--- src/rtl/image_stream_reader.sv ---
// image_stream_reader
//   Reads a finished frame out of the image RAM in raster order. It uses the
//   RAM's read port, which has a fixed latency of one cycle. Returning data
//   lands in a 2-entry FIFO. The FIFO drives a valid/ready pixel stream that
//   carries end-of-line and end-of-frame markers.
//
// Ports
//   clk          in   clock, rising edge
//   rst          in   synchronous, active-high reset
//   frame_ready  in   pulse: the RAM holds a complete frame
//   ram_addr     out  RAM read address (0 when no read is issued)
//   ram_re       out  read enable; ram_rd_data is valid one cycle later
//   ram_rd_data  in   RAM read data
//   pix_data     out  pixel (0 whenever pix_valid is low)
//   pix_valid    out  pixel available
//   pix_ready    in   sink accepts; a transfer is pix_valid & pix_ready
//   pix_eol      out  current pixel is the last one of its line
//   pix_eof      out  current pixel is the last one of the frame
//   busy         out  high from frame start until the last transfer
//   done         out  1-cycle pulse in the cycle after the final transfer
module image_stream_reader #(
    parameter int IMAGE_WIDTH             = 320,
    parameter int IMAGE_HEIGHT            = 240,
    parameter int PIXEL_WIDTH             = 8,
    parameter int IMAGE_RAM_ADDRESS_WIDTH = $clog2(IMAGE_WIDTH * IMAGE_HEIGHT)
) (
    input  logic                               clk,
    input  logic                               rst,
    input  logic                               frame_ready,
    output logic [IMAGE_RAM_ADDRESS_WIDTH-1:0] ram_addr,
    output logic                               ram_re,
    input  logic [PIXEL_WIDTH-1:0]             ram_rd_data,
    output logic [PIXEL_WIDTH-1:0]             pix_data,
    output logic                               pix_valid,
    input  logic                               pix_ready,
    output logic                               pix_eol,
    output logic                               pix_eof,
    output logic                               busy,
    output logic                               done
);

    localparam int AW         = IMAGE_RAM_ADDRESS_WIDTH;
    localparam int NUM_PIXELS = IMAGE_WIDTH * IMAGE_HEIGHT;
    localparam int COL_W      = (IMAGE_WIDTH > 1) ? $clog2(IMAGE_WIDTH) : 1;
    localparam int ROW_W      = (IMAGE_HEIGHT > 1) ? $clog2(IMAGE_HEIGHT) : 1;

    localparam logic [AW-1:0]    LAST_ADDR = AW'(NUM_PIXELS - 1);
    localparam logic [COL_W-1:0] LAST_COL  = COL_W'(IMAGE_WIDTH - 1);
    localparam logic [ROW_W-1:0] LAST_ROW  = ROW_W'(IMAGE_HEIGHT - 1);

    typedef enum logic [1:0] {
        IDLE   = 2'd0,
        STREAM = 2'd1,
        DRAIN  = 2'd2
    } state_t;

    state_t           state_reg, state_next;
    logic [AW-1:0]    rd_addr_reg, rd_addr_next;
    logic             pending_reg, pending_next;
    logic             done_reg, done_next;
    logic             inflight_reg;
    logic [COL_W-1:0] col_reg;
    logic [ROW_W-1:0] row_reg;

    // 2-entry skid FIFO
    logic [PIXEL_WIDTH-1:0] mem_reg [0:1];
    logic                   wr_ptr_reg;
    logic                   rd_ptr_reg;
    logic [1:0]             count_reg;

    logic       push;
    logic       pop;
    logic [2:0] occupancy;
    logic       credit_ok;

    assign push      = inflight_reg;
    assign pix_valid = (count_reg != 2'd0);
    assign pop       = pix_valid & pix_ready;

    // A read may be issued only if it cannot overflow the FIFO. That is, the
    // FIFO entries still held after this cycle's pop, plus the read already
    // in flight, must leave room for one more.
    assign occupancy = {1'b0, count_reg} + {2'b00, inflight_reg} - {2'b00, pop};
    assign credit_ok = (occupancy < 3'd2);

    assign pix_data = pix_valid ? mem_reg[rd_ptr_reg] : '0;
    assign pix_eol  = pix_valid & (col_reg == LAST_COL);
    assign pix_eof  = pix_eol & (row_reg == LAST_ROW);
    assign busy     = (state_reg != IDLE);
    assign done     = done_reg;
    assign ram_addr = ram_re ? rd_addr_reg : '0;

    always_comb begin
        state_next   = state_reg;
        rd_addr_next = rd_addr_reg;
        // A frame request that arrives while a frame is running is remembered.
        // Repeated requests collapse into a single pending frame.
        pending_next = pending_reg | (frame_ready & (state_reg != IDLE));
        done_next    = 1'b0;
        ram_re       = 1'b0;
        case (state_reg)
            IDLE: begin
                rd_addr_next = '0;
                if (frame_ready || pending_reg) begin
                    state_next   = STREAM;
                    pending_next = 1'b0;
                end
            end
            STREAM: begin
                if (credit_ok) begin
                    ram_re       = 1'b1;
                    rd_addr_next = rd_addr_reg + 1'b1;
                    if (rd_addr_reg == LAST_ADDR) begin
                        state_next = DRAIN;
                    end
                end
            end
            DRAIN: begin
                if (pop && pix_eof) begin
                    state_next = IDLE;
                    done_next  = 1'b1;
                end
            end
            default: begin
                state_next = IDLE;
            end
        endcase
    end

    always_ff @(posedge clk) begin
        if (rst) begin
            state_reg    <= IDLE;
            rd_addr_reg  <= '0;
            pending_reg  <= 1'b0;
            done_reg     <= 1'b0;
            inflight_reg <= 1'b0;
        end else begin
            state_reg    <= state_next;
            rd_addr_reg  <= rd_addr_next;
            pending_reg  <= pending_next;
            done_reg     <= done_next;
            inflight_reg <= ram_re;
        end
    end

    // FIFO bookkeeping. Clearing inflight_reg on reset means that RAM data
    // still on its way back when reset hits is never written.
    always_ff @(posedge clk) begin
        if (rst) begin
            wr_ptr_reg <= 1'b0;
            rd_ptr_reg <= 1'b0;
            count_reg  <= 2'd0;
        end else begin
            if (push) begin
                wr_ptr_reg <= ~wr_ptr_reg;
            end
            if (pop) begin
                rd_ptr_reg <= ~rd_ptr_reg;
            end
            count_reg <= count_reg + {1'b0, push} - {1'b0, pop};
        end
    end

    // Data storage needs no reset because pix_data is gated by pix_valid.
    generate
        for (genvar gi = 0; gi < 2; gi++) begin : g_fifo_entry
            always_ff @(posedge clk) begin
                if (push && (wr_ptr_reg == 1'(gi))) begin
                    mem_reg[gi] <= ram_rd_data;
                end
            end
        end
    endgenerate

    // Raster position of the pixel at the head of the FIFO.
    always_ff @(posedge clk) begin
        if (rst) begin
            col_reg <= '0;
            row_reg <= '0;
        end else if (pop) begin
            if (pix_eof) begin
                col_reg <= '0;
                row_reg <= '0;
            end else if (pix_eol) begin
                col_reg <= '0;
                row_reg <= row_reg + 1'b1;
            end else begin
                col_reg <= col_reg + 1'b1;
            end
        end
    end

endmodule
--- config.mk ---
export PLATFORM = sky130hd
export DESIGN_NAME = image_stream_reader
export DESIGN_NICKNAME = d
export VERILOG_FILES = /design/src/rtl/image_stream_reader.sv
export SDC_FILE = /design/constraint.sdc
export NUM_CORES = 1
export LEC_CHECK = 0
export CORE_MARGIN = 1
export CORE_UTILIZATION = 49
export CTS_CLUSTER_SIZE = 40
export DETAILED_ROUTE_END_ITERATION = 8
export HOLD_SLACK_MARGIN = 0.02
export PLACE_DENSITY = 0.82
export SLEW_MARGIN = 30
export SYNTH_ARGS = -nofsm -noshare
export SYNTH_HDL_FRONTEND = slang
export SYNTH_SLANG_ARGS = --single-unit
--- constraint.sdc ---
create_clock -name clk -period 3.1 [get_ports clk]
set_clock_uncertainty 0.05 [all_clocks]
set_input_delay 0.465 -clock clk [delete_from_list [all_inputs] [get_ports clk]]
set_output_delay 0.465 -clock clk [all_outputs]
set_load 0.005 [all_outputs]
Yosys cells after proc, flatten, opt, wreduce, memory -nomap -nowiden:

Memories as Yosys holds them, arrays and structs flattened. A register that Yosys moved wholly into a read port is not among the register bits.
Cells that the tools add are included.

* word-level logic and storage cells: 77
* bits in writable memories: 16
* register bits after elaboration: 43
* memories: 1
* input bits: 12

* reductions and logical operators: 14
* bitwise gates (word level): 8
* magnitude comparators: 1
* equal/unequal tests: 9
* $add $sub $neg: 7
* multiplexer cells: 27

Memory list
* mem_reg: words 2, width 8, read ports 1, clocked after memory_dff 1, wr ports 1, line 66 `logic [PIXEL_WIDTH-1:0] mem_reg [0:1];`

Operators by type and width (number)
* two-way mux 17 bit: 2
* case mux 17 bit (2 select lines): 1
* two-way mux 8 bit: 4
* two-way mux 9 bit: 2
* adder 17 x 1 -> 17 bit, second input constant: 1
* equality test 17 bit, second input constant: 1
* two-way mux 1 bit: 13
* adder 9 x 1 -> 9 bit, second input constant: 1
* equality test 9 bit, second input constant: 1
* adder 8 x 1 -> 8 bit, second input constant: 1
* equality test 8 bit, second input constant: 1
* two-way mux 2 bit: 4
* != test 2 bit, second input constant: 4
* nonzero test 2 bit: 4
* OR reduction 8 bit: 1
* case mux 2 bit (3 select lines): 1
* bitwise AND 1 bit: 4
* AND reduction 2 bit: 2
* AND reduction 4 bit: 1
* adder 2 x 1 -> 3 bit: 1
* logical AND 1 bit: 3
* < comparator 3 x 2 -> 1 bit, second input constant: 1
* NOT 1 bit: 3
* subtractor 3 x 1 -> 3 bit: 1
* other kinds (8): 8

Logic depth before layout (Yosys ltp):

Gate-level depths: netlist of run 1.

* depth after elaboration: 7
* depth in mapped cells: 13
* gate-level depth less buffers: 11

Worst setup path after synthesis of run 1:

Ideal clock, no wire load.

* kind: in2out
* from: input port pix_ready
* to: output port ram_addr[0]
* data arrival time: 2.677 ns
* path buffers: 2
* setup slack: -0.092 ns
* required time: 2.585 ns
* stages: 12
* cells stage by stage: o21ai_1 clkinv_1 ha_1 inv_1 ha_1 fa_1 xor2_1 nand3_2 inv_2 buf_4 buf_2 and2_1

* cells in the longest elaborated chain, start to end: 6

Ends and longest elaborated chain
* start: declaration: line 35 `input logic pix_ready,`
* bitwise AND 1 bit: line 78 `assign pop = pix_valid & pix_ready;`
* via pop: line 72 `logic pop;`
* subtractor 3 x 1 -> 3 bit: line 83 `assign occupancy = {1'b0, count_reg} + {2'b00, inflight_reg} - {2'b00, pop};`
* < comparator 3 x 2 -> 1 bit: line 84 `assign credit_ok = (occupancy < 3'd2);`
* two-way mux 1 bit: line 110 `if (credit_ok) begin`
* two-way mux 1 bit: line 101 `case (state_reg)`
* two-way mux 17 bit: line 91 `assign ram_addr = ram_re ? rd_addr_reg : '0;`
* end: declaration: line 30 `output logic [IMAGE_RAM_ADDRESS_WIDTH-1:0] ram_addr,`

The timed path passes the listed nets, and every way through them passes these cells.

Worst setup path after layout of run 1:

* from: register count_reg[0]
* to: output port ram_addr[14]

* cells in the longest elaborated chain, start to end: 7
* elaborated cells on any way between the ends: 8
* those cells by class: 2 x add/sub; 1 x order compare; 3 x mux; 1 x bitwise; 1 x reduce/logical

Ends and longest elaborated chain
* start: declaration: line 69 `logic [1:0] count_reg;`
* start signal: assignment: line 160 `count_reg <= count_reg + {1'b0, push} - {1'b0, pop};`
* nonzero test 2 bit: line 77 `assign pix_valid = (count_reg != 2'd0);`
* bitwise AND 1 bit: line 78
* via pop: line 72
* subtractor 3 x 1 -> 3 bit: line 83
* < comparator 3 x 2 -> 1 bit: line 84
* two-way mux 1 bit: line 110
* two-way mux 1 bit: line 101
* two-way mux 17 bit: line 91

The timed path passes the listed nets, and every way through them passes these cells.

==> results of run 1 <==
placed cells by master, fill, tap and decap left out, types with 13 or more instances in the layout:
master,n
sky130_fd_sc_hd__a21oi_1,15
sky130_fd_sc_hd__and2_4,13
sky130_fd_sc_hd__buf_4,26
sky130_fd_sc_hd__buf_6,16
sky130_fd_sc_hd__clkdlybuf4s50_1,23
sky130_fd_sc_hd__dfxtp_1,42
sky130_fd_sc_hd__edfxtp_1,16
sky130_fd_sc_hd__nand2_1,23
sky130_fd_sc_hd__nand3_1,15
sky130_fd_sc_hd__nor2_1,39
metal layers:
metal	vias to the layer above	global-route usage [%]	part of all wire, %
met2	77	38.9	51
met1	1234	28.5	43
met3	14	5.52	4.1
met5	-	0	0
li1	1263	-	-
met4	0	14.1	2.2
timing repair:
item | CTS | global route
buffers inserted | 14 | 2
pin swaps | 7 | 8
gates resized for setup | 87 | 31
endpoints found under the hold margin | 0 | 0
endpoints found under the setup margin | 18 | 27
cloned | 1 | 0
worst min-delay path, stage by stage, from the launching register on:
cell	delay [ns]
sky130_fd_sc_hd__dfxtp_1	0.33
sky130_fd_sc_hd__nor2_1	0.05
sky130_fd_sc_hd__nor2_1	0.07
how the worst max path moves through the flow:
stage	start	to	slack, ns	depth (start not counted)
final	count_reg[0]$_SDFF_PP0_	ram_addr[14]	0.007	12
after global routing	count_reg[0]$_SDFF_PP0_	ram_addr[8]	-0.08	12
after CTS	count_reg[1]$_SDFF_PP0_	ram_addr[1]	-0.03	13
after detailed placement	pix_ready	ram_addr[16]	-0.54	13
after global placement	pix_ready	ram_addr[1]	-0.51	13
after floorplan	pix_ready	ram_addr[0]	0.12	12
cell type report:
cell class              count  area, µm²
clock inverters             7       52.6
clock buffers               9        124
fillers                   417       1730
multi-input cells         227       1520
well taps                  72       90.1
inverters                  15       60.1
flip-flops and latches     60       1360
repair buffers             71        639
logic make-up after synthesis:
kind of cell | after synthesis | share of synthesized area (%)
flops | 60 | 47.2
mux | 16 | 5.73
compound gates | 44 | 9.94
fa+ha+maj | 6 | 2.86
buf+inv | 24 | 3.39
xor+xnor | 10 | 3.04
simple gates | 151 | 27.8
report_power, final:
part           internal [mW]  total, mW  switching (mW)
sequential             0.868      0.924          0.0561
clock                  0.293      0.629           0.336
combinational          0.522      0.979           0.457
total                   1.68       2.53           0.849
through the flow:
stage	power (mW)	cell area, µm²
floorplan	1.28	2890
global placement	1.66	3500
detailed placement	1.68	3500
CTS	2.59	3780
global route	2.68	3850
finish	2.53	3850
synth_stat cells, drive strengths merged:
master   count  area [µm²]
o31ai        3        22.5
o41ai        1        16.3
a31oi        6        37.5
dfxtp       44         881
nor2b        4        25.0
or2          2        12.5
nor4bb       2        20.0
or3          6        37.5
o21ba        1        10.0
nand3b       2        15.0
nand2       23        86.3
a41o         2        20.0
ha           5        62.6
and4         4        35.0
a21oi       16        80.1
o2111ai      1        8.76
o311ai       1        8.76
inv         14        52.6
o21bai       1        7.51
fa           1        20.0
and3         8        50.1
xor2         4        35.0
nor4         3        18.8
a31o         1        8.76
buf          4        22.5
mux2         4        45.0
a211oi       2        15.0
clkbuf       5        18.8
nor3         6        30.0
o211ai       1        7.51
nand4       11        68.8
a211o        1        8.76
xnor2        6        52.6
o21ai        7        35.0
or4b         1        13.8
nand3       16        85.1
or4          3        22.5
clkinv       1        3.75
and4bb       1        12.5
nor2        40         150
and2        19         119
mux2i       12         120
edfxtp      16         480
==> results summary, run 1 <==
The worst register-to-register path has a depth of 16. The routability congestion estimate came out at 0.850. The worst endpoint required time came out at 2.58 ns. The startpoint identified for the worst register-to-register timing path is count_reg[0]$_SDFF_PP0_. Setup repair after global routing could not meet its margin everywhere.

The HPWL after detailed placement is 4430 µm. The number of inserted diodes came out at 0. Along the worst path, the maximum fanout reaches 7. The final-report setup violation count came out at 0.

The endpoint of the most critical register-to-register path is rd_addr_reg[6]$_SDFFE_PP0P_. The min-delay analysis places its worst path in the category reg2reg. On the critical path the largest part of the delay comes from adder cells. At the later pin of the worst-skew pair, clock insertion delay measures 0.34 ns. The total number of vias is 2588.

The post-detailed-route count of antenna-violating nets is 0. The setup check on the worst reg-to-reg path leaves a slack of 0.14 ns. The total instance count after detailed placement is 433.

The worst setup slack before clock tree synthesis came out at -0.541 ns. The initial antenna violation count came out at 0. Setup total negative slack on the finished layout was measured at 0 ns. The horizontal die dimension is 78.7 µm. By startpoint and endpoint, the worst setup path is classified as reg2out.

The residual DRC count came out at 0. The number of standard-cell rows in the floorplan is 27. The first TritonRoute pass finished after 4 iterations. For this configuration, the core starts out at a cell density of 51.7%.

The number of distinct library cell variants in the gate-level netlist after synthesis is 47. The via count of the first global-routing pass came out at 2502. The vertical die dimension came out at 78.7 µm. The count of mapped cells out of synthesis came out at 311. Power spread over the standard cell area amounts to 658 nW/µm². The portion of the post-synthesis area used by sequential elements is 47.2%. The signal on the critical path passes through o21ai_2, clkinv_2, ha_4, inv_4, ha_4, fa_2, xor2_2, nand3_2, buf_4, buf_4, nor2_2, buf_2. The number of buffers and inverters on the critical path came out at 5. A synthesized cell averages 9.27 µm². The utilization after layout is 69.0%.

The transition time at the pin with the least slew margin is 0.819 ns. The clock net in this run drives a total of 60 sinks. The worst hold path endpoint is pending_reg$_SDFF_PP0_. TritonCTS built the clock tree.

The net count of the mapped netlist came out at 329. Hold timing on the final database bottoms out at a slack of 0.429 ns. In the final layout, the share of cells above drive strength 1 is 25.7%. The area of the die is 6190 µm². The clock-pin transition on the worst setup and hold timing paths is 0.07 ns. CTS placed an instance of sky130_fd_sc_hd__clkbuf_8 at the clock tree root. The number of port buffers is 42. The net total in the final layout is 402. The total leakage power came out at 1.47 nW.

In the global route stage, overall resource usage came out at 23.8%. The maximum number of pins on one net before global-route repair is 18. The count of endpoints failing hold in the final timing report came out at 0. The largest buffer count on any clock path is 2. The post-layout instance count excluding filler cells is 461.

The average wire per cell in the routed design is 15.2 µm. The smallest clock period supported by the final layout is computed as 3.09 ns. The H-tree depth is 3. For this run the aggregate overflow at the end of global routing stands at 0. The highest achievable clock rate is 323 MHz. The post-detailed-route via-to-cell ratio is 5.61. The smallest setup slack after layout is 0.00728 ns.

The type of origin of the critical path is a flip-flop. The floorplan core area came out at 5570 µm². The count of max-cap constraint violations came out at 0. The type of element capturing the critical path is an output port. The run finished with clean final reports.

The instance count along the most critical hold path came out at 2. The worst endpoint data arrival time is 2.58 ns. The total wirelength of the detailed-routed design came out at 7000 µm. In this run the most critical hold path is launched from pending_reg$_SDFF_PP0_. The CTS buffer count is 9. Summing every instance area after synthesis gives 2880 µm². Synthesis inferred 60 register bits. The slowest cell on the critical path is sky130_fd_sc_hd__fa_2. The first routing iteration left 272 violations.

The largest stage delay on the critical path is 0.35 ns. The largest vdd supply drop came out at 0.355 mV. The register with the most flip-flops in the layout has 17 of them. The layout overhead on the synthesized area is 33.5%. 43 I/O pins were placed. The total of warnings raised by yosys came out at 0. The post-route clock period utilization came out at 99.8%. The number of hold buffers added after CTS was 0. The final-report max-slew violation count came out at 0. The headroom to the max-slew limit is 45.0%. The first-pass GRT wire length is 11400 µm.
Power figures use the tool's default switching activity.
==> run 2, diff against run 1 <==
--- a/config.mk
+++ b/config.mk
@@ -5,12 +5,15 @@
 export SDC_FILE = /design/constraint.sdc
 export NUM_CORES = 1
 export LEC_CHECK = 0
+export CELL_PAD_IN_SITES_DETAIL_PLACEMENT = 1
+export CELL_PAD_IN_SITES_GLOBAL_PLACEMENT = 2
 export CORE_MARGIN = 1
-export CORE_UTILIZATION = 49
+export CORE_UTILIZATION = 30
 export CTS_CLUSTER_SIZE = 40
 export DETAILED_ROUTE_END_ITERATION = 8
 export HOLD_SLACK_MARGIN = 0.02
-export PLACE_DENSITY = 0.82
+export PLACE_DENSITY = 0.81
+export RECOVER_POWER = 100
 export SLEW_MARGIN = 30
 export SYNTH_ARGS = -nofsm -noshare
 export SYNTH_HDL_FRONTEND = slang
==> run 2 against run 1 <==
Compared with the run above: utilization is 26 points lower; largest power group unchanged; clock power is 31% higher; final area is 4.8% higher; sequential power hardly changed; first-iteration DRC count is 78% lower; sequential share of layout area is 1.6 points lower; fmax is 1.1% lower; critical path depth is 1 higher; the flow now finishes with violations (setup timing); combinational power is 14% higher; worst hold slack better by 0.0070 ns; sequential cell count stayed put; power is 13% higher.
==> results summary, run 2 (synthesized netlist as in run 1, its figures left out) <==
Setup repair after global routing could not meet its margin everywhere. The maximum number of pins on one net before global-route repair came out at 16 (-2). The net total in the final layout came to 400 (-0.50%).

The worst endpoint required time is 2.58 ns (about the same). The setup slack on the worst flop-to-flop path is 0.31 ns (+0.17 ns). The overflow left after global routing came out at 0 (unchanged). The starting density of the core came to 31.1% (-21 points).

The headroom to the max-slew limit is 40.1% (-4.8 points). The initial antenna violation count is 0 (unchanged). In this run the most critical hold path is launched from row_reg[7]$_SDFFE_PP0P_. The fill cell total of the finished layout came out at 1089 (+160%). The clock-pin transition on the worst setup and hold timing paths came to 0.07 ns (about the same).

The count of endpoints failing hold in the final timing report came out at 0 (unchanged). The post-layout instance count excluding filler cells is 516 (+12%). The vertical die dimension came out at 100 µm (+27%). The share of post-route cells with drive strength above 1 is 23.8% (-1.9 points). The average wire per cell in the routed design is 14.8 µm (-2.9%). The highest achievable clock rate is 320 MHz (-1.1%). The final reports fail on setup timing. The register cell area after layout is 1360 µm² (unchanged). The category of the critical setup timing path is reg2out. The worst-skew pair later-pin latency was 0.34 ns (about the same). The transition time at the pin with the least slew margin is 0.886 ns (+0.0674 ns). The H-tree depth came out at 3 (unchanged). The I/O pin total is 43 (unchanged).

The start of the worst register-to-register path is count_reg[0]$_SDFF_PP0_. The clock net sink count came out at 60 (unchanged). The horizontal die dimension is 100 µm (+27%). The time the worst path needs with I/O delays and setup is 3.13 ns (+0.0329 ns). The area of the die is 10000 µm² (+62%).

The routability congestion estimate came out at 0.777 (-8.6%). The number of violations reported at the end of detailed-routing iteration 0 is 60 (-78%). The most common library cell in the layout ignoring fill and taps is sky130_fd_sc_hd__dfxtp_1.

The final-report max-slew violation count came out at 0 (unchanged). The total of hold buffers inserted after clock tree synthesis came out at 0 (unchanged). The smallest setup slack after layout is -0.0256 ns (-0.0329 ns). The utilization after layout came out at 43.5% (-26 points). The largest vdd supply drop came to 0.244 mV (-31%). The largest stage delay on the critical path came out at 0.52 ns (+0.17 ns).

Compared with the post-synthesis result, the final layout area differs by 39.9%. The via count of the first global-routing pass is 2618 (+4.6%). The floorplan core area came out at 9280 µm² (+67%).

The post-detailed-route count of antenna-violating nets is 0 (unchanged). The total negative slack was -0.279 ns (-0.279 ns). The flip-flop count of the largest register, all copies and words added is 17 (unchanged). The number of inserted diodes is 0 (unchanged). TritonCTS built the clock tree.

The largest buffer count on any clock path came out at 2 (unchanged). The total instance count after detailed placement is 489 (+13%). The worst setup path is launched from a flip-flop.

In this run the worst setup path terminates at ram_addr[12]. STA classifies the critical path endpoint as an output port. The critical path starts at count_reg[0]$_SDFF_PP0_. The total power divided by cell area is 712 nW/µm² (+8.2%). The post-route clock period utilization was 101% (+1.1 points). In this run the clock root is driven by a sky130_fd_sc_hd__clkbuf_8. The cell count of the worst reg-to-reg path was 14 (-2). The number of port buffers came out at 42 (unchanged). The final-report setup violation count is 16 (+16). The endpoint of the most critical register-to-register path is rd_addr_reg[11]$_SDFFE_PP0P_. The run finished, with violations left.

The peak fanout along the critical path was 6 (-1). Walking the worst path, the cells encountered are o21ai_2, clkinv_2, ha_4, inv_2, ha_4, fa_2, inv_2, nand3_4, inv_4, buf_6, buf_12, and2_4, buf_6. Broken down by cell family, the worst path's largest delay share belongs to adder cells. The total leakage power was 1.52 nW (+3.1%). The worst endpoint data arrival time came out at 2.61 ns (+0.03 ns). The post-detailed-route via-to-cell ratio came to 4.89 (-13%). The number of detailed-route iterations in the first pass is 4 (unchanged). The multi-input logic area came out at 1510 µm² (-0.49%). The logic depth of the worst path, buffers included came out at 13 (+1). The tightest min-delay check is of the reg2reg type.

The worst hold slack across all endpoints is 0.437 ns (+0.00704 ns). The total wirelength of the detailed-routed design was 7620 µm (+8.7%). The count of max-cap constraint violations is 0 (unchanged).

The CTS buffer count was 9 (unchanged). The total global-route track usage came out at 16.5% (-7.3 points). In the layout the commonest cells are 42 x sky130_fd_sc_hd__dfxtp_1, 40 x sky130_fd_sc_hd__nor2_1, 23 x sky130_fd_sc_hd__nand2_1, 19 x sky130_fd_sc_hd__buf_6, 19 x sky130_fd_sc_hd__buf_4. The first-pass GRT wire length is 12800 µm (+13%). The number of buffers and inverters on the critical path came to 7 (+2). The number of standard-cell rows in the floorplan was 35 (+30%).

The residual DRC count is 0 (unchanged). The detailed-placement wirelength estimate is 5040 µm (+14%). The total number of vias came to 2524 (-2.5%). For this design, the slowest cell found on the critical path is sky130_fd_sc_hd__fa_2.
## run 2: worst reg2reg max path, delay by kind of cell, from the launching register on
| family | cells | cell delay (ns) |
|---|---|---|
| AO/OA/AOI/OAI | 1 | 0.17 |
| XOR/XNOR | 1 | 0.19 |
| adder cells (fa/ha/maj) | 3 | 0.78 |
| buffers and inverters | 6 | 0.64 |
| flip-flops | 1 | 0.33 |
| multiplexers | 1 | 0.32 |
| AND/OR/NAND/NOR | 2 | 0.21 |
## run 2: worst min-delay path by stage
stage,slack [ns],cells past startpoint,endpoint
after global placement,0.40,2,pending_reg$_SDFF_PP0_
after global routing,0.46,2,pending_reg$_SDFF_PP0_
after detailed placement,0.43,2,row_reg[7]$_SDFFE_PP0P_
after CTS,0.44,2,row_reg[7]$_SDFFE_PP0P_
final,0.44,2,row_reg[7]$_SDFFE_PP0P_
after floorplan,0.39,2,pending_reg$_SDFF_PP0_
## run 2: per-layer routing
layer,vias up,track usage [%],share of wire [%]
met5,-,0,0
met4,0,7.36,1.8
met3,10,2.99,3.3
met2,51,27.2,47
met1,1206,21.2,48
li1,1257,-,-
## run 2: through the flow
stage          area [µm²]  setup slack (ns)  total power, mW
2_1_floorplan        2890             0.116             1.28
3_3_place_gp         3560            -0.535             1.67
3_5_place_dp         3560            -0.595             1.69
4_1_cts              4010           -0.0481             2.83
5_1_grt              4030            -0.131             3.03
6_report             4030           -0.0256             2.87
## run 2: layout make-up
| class | instances | share of cell area [%] |
|---|---|---|
| multi-input combinational | 227 | 37.4 |
| tap | 129 | 4.00 |
| timing repair buffer | 69 | 17.4 |
| clock inverter | 4 | 1.74 |
| inverter | 15 | 1.49 |
| clock buffer | 12 | 4.09 |
| sequential | 60 | 33.8 |
## run 2: what timing repair did
| action | CTS | global route |
|---|---|---|
| pin swaps | 5 | 4 |
| setup buffers | 6 | 4 |
| cloned | 3 | 0 |
| setup endpoints to repair | 18 | 18 |
| gates resized for setup | 114 | 8 |
## run 2: where the power goes
part | internal [mW] | switching (mW) | leakage (nW)
logic | 0.619 | 0.506 | 0.895
registers | 0.868 | 0.0545 | 0.502
clock network | 0.516 | 0.308 | 0.122
total | 2.00 | 0.868 | 1.52
==> run 3, diff against run 2 <==
--- a/config.mk
+++ b/config.mk
@@ -8,11 +8,11 @@
 export CELL_PAD_IN_SITES_DETAIL_PLACEMENT = 1
 export CELL_PAD_IN_SITES_GLOBAL_PLACEMENT = 2
 export CORE_MARGIN = 1
-export CORE_UTILIZATION = 30
+export CORE_UTILIZATION = 33
 export CTS_CLUSTER_SIZE = 40
 export DETAILED_ROUTE_END_ITERATION = 8
 export HOLD_SLACK_MARGIN = 0.02
-export PLACE_DENSITY = 0.81
+export PLACE_DENSITY = 0.85
 export RECOVER_POWER = 100
 export SLEW_MARGIN = 30
 export SYNTH_ARGS = -nofsm -noshare
==> constraint.sdc (replaced) <==
create_clock -name clk -period 3.2 [get_ports clk]
set_clock_uncertainty 0.05 [all_clocks]
set_input_delay 0.48 -clock clk [delete_from_list [all_inputs] [get_ports clk]]
set_output_delay 0.48 -clock clk [all_outputs]
set_load 0.005 [all_outputs]
==> run 3 against run 2 <==
Compared with the run above: the run now ends clean; power fell by 9.9%; via count up 0.99%; final area down 5.5%; count of clock-buffer cells in the layout rose by 1; sequential share of layout area is 2.0 points higher; clock power decreased by 16%; final cell count shrank 5.0%; largest power group unchanged.
==> results summary, run 3 (synthesized netlist as in run 1, its figures left out) <==
The worst endpoint required time is 2.67 ns (+0.09 ns). The largest buffer count on any clock path came out at 2 (unchanged). The floorplan core area came out at 8340 µm² (-10%). The clock-pin transition on the worst setup and hold timing paths is 0.06 ns (about the same). The largest vdd supply drop came out at 0.219 mV (-10%). The H-tree depth is 3 (unchanged). The final-report max-slew violation count was 0 (unchanged). The library cells used most frequently in the layout, excluding fill and tap cells, are 42 x sky130_fd_sc_hd__dfxtp_1, 39 x sky130_fd_sc_hd__nor2_1, 23 x sky130_fd_sc_hd__nand2_1, 22 x sky130_fd_sc_hd__buf_4. The worst setup path is launched from a flip-flop.

The CTS buffer count came to 9 (unchanged). The number of inserted diodes came out at 0 (unchanged). The flow ran to the end, and the final reports show no timing, DRC or antenna violations.

The average wire per cell in the routed design is 15.3 µm (+3.4%). The total global-route track usage came out at 17.3% (+0.80 points). The headroom to the max-slew limit came to 10.8% (-29 points).

After layout, the worst path uses 97.9% of the clock period. The type of element capturing the critical path is an output port. From synthesis to final layout, the design area changed by 32.3%. The worst hold slack across all endpoints came to 0.427 ns (-0.00986 ns). The category of the critical setup timing path is reg2out. The number of violations reported at the end of detailed-routing iteration 0 is 121 (+100%). The sequential power share is 34.6% (+2.5 points). The via count of the first global-routing pass is 2487 (-5.0%). The peak fanout along the critical path came out at 7 (+1). The post-detailed-route via-to-cell ratio came out at 5.20 (+6.3%). The clock share of power came to 26.7% (-2.0 points).

The number of port buffers came to 42 (unchanged). The area of the die was 9110 µm² (-8.9%). In this run the worst hold path is classified as reg2reg. The maximum number of pins on one net before global-route repair was 29 (+13).

The time the worst path needs with I/O delays and setup is 3.13 ns. The setup slack on the worst flop-to-flop path came out at 0.29 ns (-0.02 ns). The net total in the final layout is 399 (-0.25%). The vertical die dimension came out at 95.5 µm (-4.6%). The root buffer cell chosen for the clock tree is sky130_fd_sc_hd__clkbuf_8. The share of post-route cells with drive strength above 1 is 19.7% (-4.0 points).

In this design, the largest share of critical-path delay is due to adder cells. The highest achievable clock rate came out at 319 MHz. The horizontal die dimension is 95.5 µm (-4.6%). The count of endpoints failing hold in the final timing report is 0 (unchanged). The total chip power was 2.59 mW (-9.9%). The total wirelength of the detailed-routed design is 7480 µm (-1.8%).

The I/O pin total came out at 43 (unchanged). The post-detailed-route count of antenna-violating nets came to 0 (unchanged). The TritonCTS clock tree is built. The initial antenna violation count came to 0 (unchanged). The net switching power came out at 805 µW (-7.3%). The total leakage power is 1.46 nW (-4.0%). The clock net sink count came to 60 (unchanged). The starting density of the core was 34.6% (+3.5 points). The largest stage delay on the critical path came out at 0.37 ns (-0.15 ns). The worst endpoint data arrival time is 2.60 ns (about the same).

The transition time at the pin with the least slew margin is 1.34 ns (+0.452 ns). The overflow left after global routing came out at 0 (unchanged). The cell repeated most along the worst path is sky130_fd_sc_hd__ha_4. The total instance count after detailed placement came to 464 (-5.1%). The internal power came out at 1.78 mW (-11%). The worst-skew pair later-pin latency came out at 0.34 ns (about the same). The routability congestion estimate is 0.760 (-2.2%).

The combinational fraction of design power came out at 38.7% (-0.5 points). The utilization after layout is 45.7% (+2.3 points). The post-layout instance count excluding filler cells came out at 490 (-5.0%).

The residual DRC count is 0 (unchanged). The slowest stage of the critical path is the sky130_fd_sc_hd__fa_2 cell. The first-pass GRT wire length is 11900 µm (-6.8%). The detailed-placement wirelength estimate came to 4950 µm (-1.8%). The total power divided by cell area is 679 nW/µm² (-4.6%). The switching part of the total was 31.1% (+0.85 points). The final-report setup violation count is 0 (-16).

The number of buffers and inverters on the critical path came to 4 (-3). The total number of vias came out at 2549 (+0.99%). The signal on the critical path passes through o21ai_2, clkinv_2, ha_4, inv_2, ha_4, fa_2, xor2_4, nand3_4, buf_4, nor2_2, dlygate4sd2_1.

The number of detailed-route iterations in the first pass came to 4 (unchanged). The flip-flop count of the largest register, all copies and words added is 17 (unchanged). The count of max-cap constraint violations came to 0 (unchanged). The fill cell total of the finished layout came out at 963 (-12%). The number of standard-cell rows in the floorplan is 33 (-5.7%). The most common library cell in the layout ignoring fill and taps is sky130_fd_sc_hd__dfxtp_1.
==> run 3: cell count changes in the layout (fill, tap and decap cells not counted), sizes merged, moves of 2 or more <==
cell | previous run | this run
buf | 42 | 34
clkbuf | 15 | 21
clkdlybuf4s50 | 11 | 13
dlygate4sd3 | 12 | 10
==> run 3: path summary, 6_finish.rpt <==
check | endpoint | startpoint | cells past startpoint
worst max-delay path | ram_addr[14] | count_reg[1]$_SDFF_PP0_ | 11
worst min-delay path | pending_reg$_SDFF_PP0_ | pending_reg$_SDFF_PP0_ | 2
worst max register to register | rd_addr_reg[11]$_SDFFE_PP0P_ | count_reg[1]$_SDFF_PP0_ | 15
worst min register to register | pending_reg$_SDFF_PP0_ | pending_reg$_SDFF_PP0_ | 2
==> run 3: power by group through the flow <==
| stage | Clock [mW] | Sequential [mW] | Combinational (mW) |
|---|---|---|---|
| 2_1_floorplan | 0 | 0.886 | 0.355 |
| 3_3_place_gp | 0 | 0.903 | 0.706 |
| 3_5_place_dp | 0 | 0.907 | 0.720 |
| 4_1_cts | 0.703 | 0.894 | 0.848 |
| 5_1_grt | 0.742 | 0.903 | 1.10 |
| 6_report | 0.690 | 0.895 | 1.00 |
==> run 3: layout make-up <==
cell class | instances | area (µm²) | area share, %
Clock buffer | 13 | 159 | 4.17
Tap cell | 105 | 131 | 3.44
Sequential cell | 60 | 1360 | 35.8
Multi-Input combinational cell | 227 | 1490 | 39.0
Inverter | 15 | 62.6 | 1.64
Clock inverter | 2 | 35.0 | 0.919
Timing Repair Buffer | 68 | 574 | 15.1
==> run 3: what timing repair did <==
action | in CTS | in global routing
buffers inserted | 3 | 7
gates resized for setup | 59 | 24
endpoints found under the setup margin | 18 | 18
gates cloned | 1 | 1
hold endpoints to repair | 0 | 0
hold buffers | 0 | 0
pin swaps | 3 | 5
==> run 3: worst reg2reg max path, cell delays in order, from the launching register on <==
cell	delay, ns
sky130_fd_sc_hd__dfxtp_2	0.33
sky130_fd_sc_hd__o21ai_2	0.17
sky130_fd_sc_hd__clkinv_2	0.11
sky130_fd_sc_hd__ha_4	0.27
sky130_fd_sc_hd__inv_2	0.04
sky130_fd_sc_hd__ha_4	0.15
sky130_fd_sc_hd__fa_2	0.37
sky130_fd_sc_hd__xor2_4	0.18
sky130_fd_sc_hd__nand3_4	0.11
sky130_fd_sc_hd__inv_6	0.11
sky130_fd_sc_hd__buf_16	0.13
sky130_fd_sc_hd__buf_4	0.11
sky130_fd_sc_hd__buf_4	0.10
sky130_fd_sc_hd__buf_4	0.13
sky130_fd_sc_hd__nand4_1	0.11
sky130_fd_sc_hd__mux2_1	0.33
==> run 3: layer usage <==
layer  vias to the layer above  GRT usage, %  part of all wire [%]
li1                       1256             -                     -
met1                      1237          22.0                    47
met2                        45          28.4                    48
met3                        11          3.91                   3.2
met4                         0          6.72                   1.5
met5                         -             0                     0
==> run 3: per-stage QoR <==
step	area [µm²]	setup TNS (ns)	setup slack, ns
5_1_grt	3810	-0.0225	-0.0225
3_5_place_dp	3520	-11.21	-0.602
2_1_floorplan	2880	0	0.0471
6_report	3810	0	0.0687
3_3_place_gp	3520	-9.07	-0.498
4_1_cts	3760	-0.419	-0.108
